### src/rtl/mprj_wb_responder.sv
// mprj_wb_responder: Wishbone slave with a 32-byte register window at BASE_ADDR.
// It provides four scratch registers, a free-running counter, and compare/match interrupt logic.
// Optional feature macro: WB_RESPONDER_IRQ_EN enables COMPARE, STATUS, CTRL.IRQ_EN and irq_o.
// When the macro is undefined, those registers read 0, writes to them are ignored, and irq_o is 0.
module mprj_wb_responder #(
  parameter logic [31:0] BASE_ADDR   = 32'h3000_0000,
  parameter int unsigned WAIT_STATES = 1
) (
  input  logic        wb_clk_i,
  input  logic        wb_rst_i,
  input  logic        wbs_cyc_i,
  input  logic        wbs_stb_i,
  input  logic        wbs_we_i,
  input  logic [3:0]  wbs_sel_i,
  input  logic [31:0] wbs_adr_i,
  input  logic [31:0] wbs_dat_i,
  output logic        wbs_ack_o,
  output logic [31:0] wbs_dat_o,
  output logic        irq_o
);

  localparam int unsigned DW = 32;
  localparam int unsigned WCW = 4;

`ifdef WB_RESPONDER_IRQ_EN
  localparam bit HAS_IRQ = 1'b1;
`else
  localparam bit HAS_IRQ = 1'b0;
`endif

  typedef enum logic [1:0] {ST_IDLE, ST_WAIT, ST_ACK} state_e;

  state_e           state_q, state_d;
  logic [WCW-1:0]   wcnt_q, wcnt_d;
  logic [2:0]       idx_q, idx_d;
  logic             we_q, we_d;
  logic [3:0]       sel_q, sel_d;
  logic [DW-1:0]    wdat_q, wdat_d;
  logic [DW-1:0]    rdat_q, rdat_d;
  logic             ack_q, ack_d;
  logic [DW-1:0]    dat_q, dat_d;
  logic [DW-1:0]    scratch_q [4];
  logic [DW-1:0]    scratch_d [4];
  logic [1:0]       ctrl_q, ctrl_d;
  logic [DW-1:0]    count_q, count_d;
  logic [DW-1:0]    compare_q, compare_d;
  logic             match_q, match_d;

  logic             hit_c;
  logic             commit_c;
  logic [2:0]       c_idx;
  logic             c_we;
  logic [3:0]       c_sel;
  logic [DW-1:0]    c_dat;
  logic [DW-1:0]    rd_c;
  logic             unused_adr_c;

  assign unused_adr_c = ^wbs_adr_i[1:0];

  // Byte-lane merge of write data into an existing register value
  function automatic logic [DW-1:0] merge(input logic [DW-1:0] old_v,
                                          input logic [DW-1:0] new_v,
                                          input logic [3:0]    sel);
    logic [DW-1:0] r;
    r = old_v;
    for (int b = 0; b < 4; b++) begin
      if (sel[b]) r[8*b +: 8] = new_v[8*b +: 8];
    end
    return r;
  endfunction

  // Read mux over current register values
  always_comb begin
    rd_c = '0;
    case (c_idx)
      3'd0, 3'd1, 3'd2, 3'd3: rd_c = scratch_q[c_idx[1:0]];
      3'd4:                   rd_c = {30'd0, ctrl_q};
      3'd5:                   rd_c = count_q;
      3'd6:                   rd_c = compare_q;
      3'd7:                   rd_c = {31'd0, match_q};
    endcase
  end

  // Next-state logic: bus FSM, register writes, counter and match
  always_comb begin
    state_d   = state_q;
    wcnt_d    = wcnt_q;
    idx_d     = idx_q;
    we_d      = we_q;
    sel_d     = sel_q;
    wdat_d    = wdat_q;
    rdat_d    = rdat_q;
    scratch_d = scratch_q;
    ctrl_d    = ctrl_q;
    compare_d = compare_q;
    commit_c  = 1'b0;

    hit_c = wbs_cyc_i & wbs_stb_i & (wbs_adr_i[31:5] == BASE_ADDR[31:5]);

    // In IDLE the live bus is the request (zero-wait commit); later the captured copy is used
    c_idx = (state_q == ST_IDLE) ? wbs_adr_i[4:2] : idx_q;
    c_we  = (state_q == ST_IDLE) ? wbs_we_i       : we_q;
    c_sel = (state_q == ST_IDLE) ? wbs_sel_i      : sel_q;
    c_dat = (state_q == ST_IDLE) ? wbs_dat_i      : wdat_q;

    case (state_q)
      ST_IDLE: begin
        if (hit_c) begin
          idx_d  = wbs_adr_i[4:2];
          we_d   = wbs_we_i;
          sel_d  = wbs_sel_i;
          wdat_d = wbs_dat_i;
          if (WAIT_STATES == 0) begin
            state_d  = ST_ACK;
            commit_c = 1'b1;
          end else begin
            state_d = ST_WAIT;
            wcnt_d  = WCW'(WAIT_STATES - 1);
          end
        end
      end
      ST_WAIT: begin
        if (!wbs_cyc_i) begin
          state_d = ST_IDLE;
        end else if (wcnt_q == '0) begin
          state_d  = ST_ACK;
          commit_c = 1'b1;
        end else begin
          wcnt_d = wcnt_q - WCW'(1);
        end
      end
      ST_ACK:  state_d = ST_IDLE;
      default: state_d = ST_IDLE;
    endcase

    // Counter and match run every cycle; a committed write below overrides the increment
    count_d = count_q + DW'(ctrl_q[0]);
    match_d = match_q | (HAS_IRQ & ctrl_q[0] & (count_q == compare_q));

    if (commit_c) rdat_d = rd_c;

    if (commit_c && c_we) begin
      case (c_idx)
        3'd0, 3'd1, 3'd2, 3'd3:
          scratch_d[c_idx[1:0]] = merge(scratch_q[c_idx[1:0]], c_dat, c_sel);
        3'd4: if (c_sel[0]) ctrl_d = {HAS_IRQ & c_dat[1], c_dat[0]};
        3'd5: count_d = merge(count_q, c_dat, c_sel);
        3'd6: if (HAS_IRQ) compare_d = merge(compare_q, c_dat, c_sel);
        3'd7: begin
          // Clear only if no set event this edge; set wins
          if (HAS_IRQ && c_sel[0] && c_dat[0])
            match_d = HAS_IRQ & ctrl_q[0] & (count_q == compare_q);
        end
      endcase
    end

    ack_d = (state_q == ST_ACK);
    dat_d = (state_q == ST_ACK && !we_q) ? rdat_q : '0;
  end

  // State and register flops with synchronous reset
  always_ff @(posedge wb_clk_i) begin
    if (wb_rst_i) begin
      state_q   <= ST_IDLE;
      wcnt_q    <= '0;
      idx_q     <= '0;
      we_q      <= 1'b0;
      sel_q     <= '0;
      wdat_q    <= '0;
      rdat_q    <= '0;
      ack_q     <= 1'b0;
      dat_q     <= '0;
      scratch_q <= '{default: '0};
      ctrl_q    <= '0;
      count_q   <= '0;
      compare_q <= '0;
      match_q   <= 1'b0;
    end else begin
      state_q   <= state_d;
      wcnt_q    <= wcnt_d;
      idx_q     <= idx_d;
      we_q      <= we_d;
      sel_q     <= sel_d;
      wdat_q    <= wdat_d;
      rdat_q    <= rdat_d;
      ack_q     <= ack_d;
      dat_q     <= dat_d;
      scratch_q <= scratch_d;
      ctrl_q    <= ctrl_d;
      count_q   <= count_d;
      compare_q <= compare_d;
      match_q   <= match_d;
    end
  end

  assign wbs_ack_o = ack_q;
  assign wbs_dat_o = dat_q;

`ifdef WB_RESPONDER_IRQ_EN
  assign irq_o = match_q & ctrl_q[1];
`else
  assign irq_o = 1'b0;
`endif

endmodule

### config.mk
export PLATFORM = sky130hd
export DESIGN_NAME = mprj_wb_responder
export DESIGN_NICKNAME = d
export VERILOG_FILES = /design/src/rtl/mprj_wb_responder.sv
export SDC_FILE = /design/constraint.sdc
export NUM_CORES = 1
export LEC_CHECK = 0
export BUFFER_PORTS_ARGS = -buffer_cell sky130_fd_sc_hd__buf_2
export CAP_MARGIN = 40
export CORE_ASPECT_RATIO = 2
export CORE_MARGIN = 5
export CORE_UTILIZATION = 45
export CTS_CLUSTER_DIAMETER = 100
export DETAILED_ROUTE_END_ITERATION = 16
export GPL_TIMING_DRIVEN = 0
export PLACE_DENSITY = 0.68
export SYNTH_ARGS = -nofsm -noshare
export SYNTH_HDL_FRONTEND = slang
export SYNTH_SLANG_ARGS = --single-unit
### constraint.sdc
create_clock -name wb_clk_i -period 2.3 [get_ports wb_clk_i]
set_input_delay 0 -clock wb_clk_i [delete_from_list [all_inputs] [get_ports wb_clk_i]]
set_output_delay 0 -clock wb_clk_i [all_outputs]
set_load 0.01 [all_outputs]
==> run_results.csv <==
group,metric,value,unit
place,post-place-ws,-0.717,ns
synthesis,avgSynthCellArea,8.63,um^2
sta,slew_headroom,0.367,
synthesis,synth_xor_xnor_area_share,0.00220,
hold_path,hp-start,"wbs_adr_i[18]",
synthesis,synth_top_family_by_area,"compound AO/OA/AOI/OAI gates",
global_routing,antenna_found_initial,0,
flow_run,cap_violations,0,
sta,fin_crit_sh,1.02,
synthesis,dominantRegCellSynth,"dfxtp_1",
pwr,power_leakage,5.59,nW
detailed_routing,dr.pass1.iters,8,
critical_path,cp.required,2.74,ns
global_routing,grt_pass1_wl,73400,um
synthesis,synth_warnings,0,
floorplanning,die_w,125,um
final_layout,final_nets,1681,
detailed_routing,ant_nets,0,
sta,whs,0.0965,ns
pwr,p_per_area,616,mW/mm^2
critical_path,startpoint,"state_q[1]",
detailed_routing,viasPerCell,6.50,
floorplanning,core_area,0.0263,mm^2
hold_path,hp-class,"in -> reg",
critical_path,crit_type,"reg -> reg",
place,detailed_place.area,0.0129,mm^2
synthesis,yosysTopAreaCellShare,0.457,
place,place_congestion,0.963,
cts,ctsHtreeMaxLevel,1,
cts,root_buffer,"clkbuf_16",
detailed_routing,num_vias,12774,
critical_path,end_kind,"flop",
floorplanning,fp.dieH,240,um
global_routing,grt_max_degree,16,
sta,tns,-0.115,ns
cts,worst_skew_pair.late_latency,0.56,ns
critical_path,cp.arrival,2.78,ns
final_layout,syn_to_final_growth,30.0,%
final_layout,stdcell_area,0.0155,mm^2
final_layout,fin_util,0.590,
critical_path,reg2reg_depth,7,
place,dpl.hpwl,36700,um
synthesis,synth_largest_area_cell,"dfxtp_1",
run_status,status,"finished with violations",
global_routing,grt_overflow,0,
sta,clock.fmax,0.427,GHz
detailed_routing,drt_iter0_drc,1179,
sta,period_needed,2.34,ns
sta,fin_ws,-0.0430,ns
synthesis,synth-simple-area-share,0.187,
cts,clk_pin_slew,0.07,ns
synthesis,synth_area,0.0119,mm^2
synthesis,yosys_register_bits,272,
floorplanning,initial_core_util,0.454,
sta,rsz0062_at_grt,"true",
floorplanning,num_rows,84,
cts,cts_tree,"done",
detailed_routing,drt-total-wl,50400,um
final_layout,antennaDiodeCount,0,
critical_path,r2r_setup_slack,-0.04,ns
detailed_routing,wl_per_cell,25.6,um
hold_path,whs_path_depth,7,
synthesis,synth-compound-area-share,0.288,
synthesis,synth_area_leaders,"dfxtp_1, o21ai_0, nand3_1",
final_layout,fill_cells,2395,
final_layout,drive_gt1_frac,0.229,
global_routing,grt_usage,0.316,
final_layout,final-seq-area,0.00545,mm^2
final_layout,final_cell_mix,"dfxtp_1, o21ai_0, nand3_1, nand2_1, buf_2",
critical_path,reg2reg_from,"state_q[1]",
synthesis,synth_nets,1458,
sta,setup_viol,10,
cts,cts_max_path_buffers,3,
cts,cts_inserted_buffers,24,
synthesis,synth_edf_count,0,
floorplanning,io_pins,107,
sta,hold_violations,0,
sta,fin_worst_skew,0.0155,ns
cts,cts_sinks,272,
final_layout,final_common_cell,"dfxtp_1",
global_routing,grt_pass1_vias,12566,
synthesis,ys_types,78,
synthesis,synthCells,1382,
floorplanning,die_area,0.0301,mm^2
critical_path,critical_path_peak_fanout,10,
synthesis,async_reset_ff_frac,0,
place,numPortBuffers,102,
final_layout,multi_input_area,0.00643,mm^2
synthesis,synth_fa_ha_area_frac,0.00315,
run_status,violations,"setup timing",
sta,worstMarginPinSlew,0.945,ns
critical_path,cp-start-kind,"flop",
pwr,ir_drop,0.494,mV
detailed_routing,drc,0,
synthesis,synth_seq_area_share,0.457,
sta,slew_violations,0,
synthesis,synth.area.mux_share,0.0146,
## synth_stat cells, types with 4 or more instances
cell       number
a211oi_1        5
a21o_1          6
a21oi_1        70
a22o_1         62
a22oi_1         5
a2bb2oi_1       4
a311oi_1       27
a31oi_1        47
and2_1         36
and3_1         14
and4_1          6
buf_1          13
buf_2          20
buf_4           6
buf_6           7
clkbuf_1       76
dfxtp_1       272
inv_1           5
mux2i_1        14
nand2_1       121
nand2b_1        7
nand3_1       127
nand4_1        12
nor2_1         42
nor3_1         11
nor3b_1         6
nor4_1          6
o211a_1         5
o211ai_1        6
o21ai_0       223
o21ai_1         6
o22ai_1         9
o311ai_0       14
o311ai_1        4
o31ai_1        10
o32a_1          4
or3_1           4
or4_1           5
## cell type report
| cell class | instances | share of cell area |
|---|---|---|
| repair buffers | 201 | 0.0980 |
| well taps | 344 | 0.0278 |
| multi-input cells | 986 | 0.415 |
| clock inverters | 8 | 0.00452 |
| clock buffers | 35 | 0.0454 |
| flip-flops and latches | 272 | 0.352 |
| plain buffers | 115 | 0.0565 |
| inverters | 5 | 0.00121 |
## path summary, 6_finish.rpt
| check | end |
|---|---|
| setup / recovery | scratch_q[6] |
| hold / removal | wcnt_q[1] |
| setup reg to reg | scratch_q[6] |
| hold reg to reg | wbs_dat_o[6] |
## report_power, final
group / internal [W] / switching, W / total, W
logic: 0.000268 / 0.000466 / 0.000734
registers: 0.00471 / 0.00000000000213 / 0.00471
clock network: 0.00224 / 0.00187 / 0.00410
total: 0.00721 / 0.00233 / 0.00954
## worst max-delay path, stage by stage (launching register included)
cell	delay (ns)
dfxtp_4	0.39
buf_12	0.15
or4b_4	0.54
o21ai_4	0.19
buf_12	0.22
a22o_1	0.20
o21ai_1	0.16
a311oi_1	0.38
## state kept, by name, summed over array words and instances, names as in the netlist
name,flops
we_q,1
wcnt_q,4
ctrl_q,1
wdat_q,32
wbs_dat_o,32
sel_q,4
scratch_q,128
count_q,32
idx_q,3
state_q,2
rdat_q,32
wbs_ack_o,1
## cells by family (layout without fill, tap and decap cells)
kind of cell,Yosys count,after routing
adders and majority gates,3,3
muxes,17,17
AOI/OAI and AO/OA,531,531
xor gates and xnor gates,3,3
and+or+nand+nor,428,431
buffers and inverters,127,364
other,1,1
DFF,272,272
## metrics by stage
step | total power (W) | cells
final | 0.00954 | 1966
after global routing | 0.00975 | 1966
after floorplan | 0.00506 | 1382
after CTS | 0.00946 | 1944
after global placement | 0.00532 | 1828
after detailed placement | 0.00533 | 1829
## routing by layer
layer  global-route usage  routed length, um  vias up  share of wire
met1                0.308              16100     6061           0.32
li1                     -                  -     5649              -
met3               0.0511               3730      295          0.074
met5                    0                  0        -              0
met4                0.259               5200        0           0.10
met2                0.582              25400      769           0.50
## repair_timing
action,4_1_cts,5_1_grt
hold buffers,44,0
endpoints found under the setup margin,236,193
resized for setup,167,154
pin swaps,8,26
gates cloned,3,5
endpoints found under the hold margin,52,0
setup buffers,28,21
Note: power is estimated with default switching activity, not from simulation.
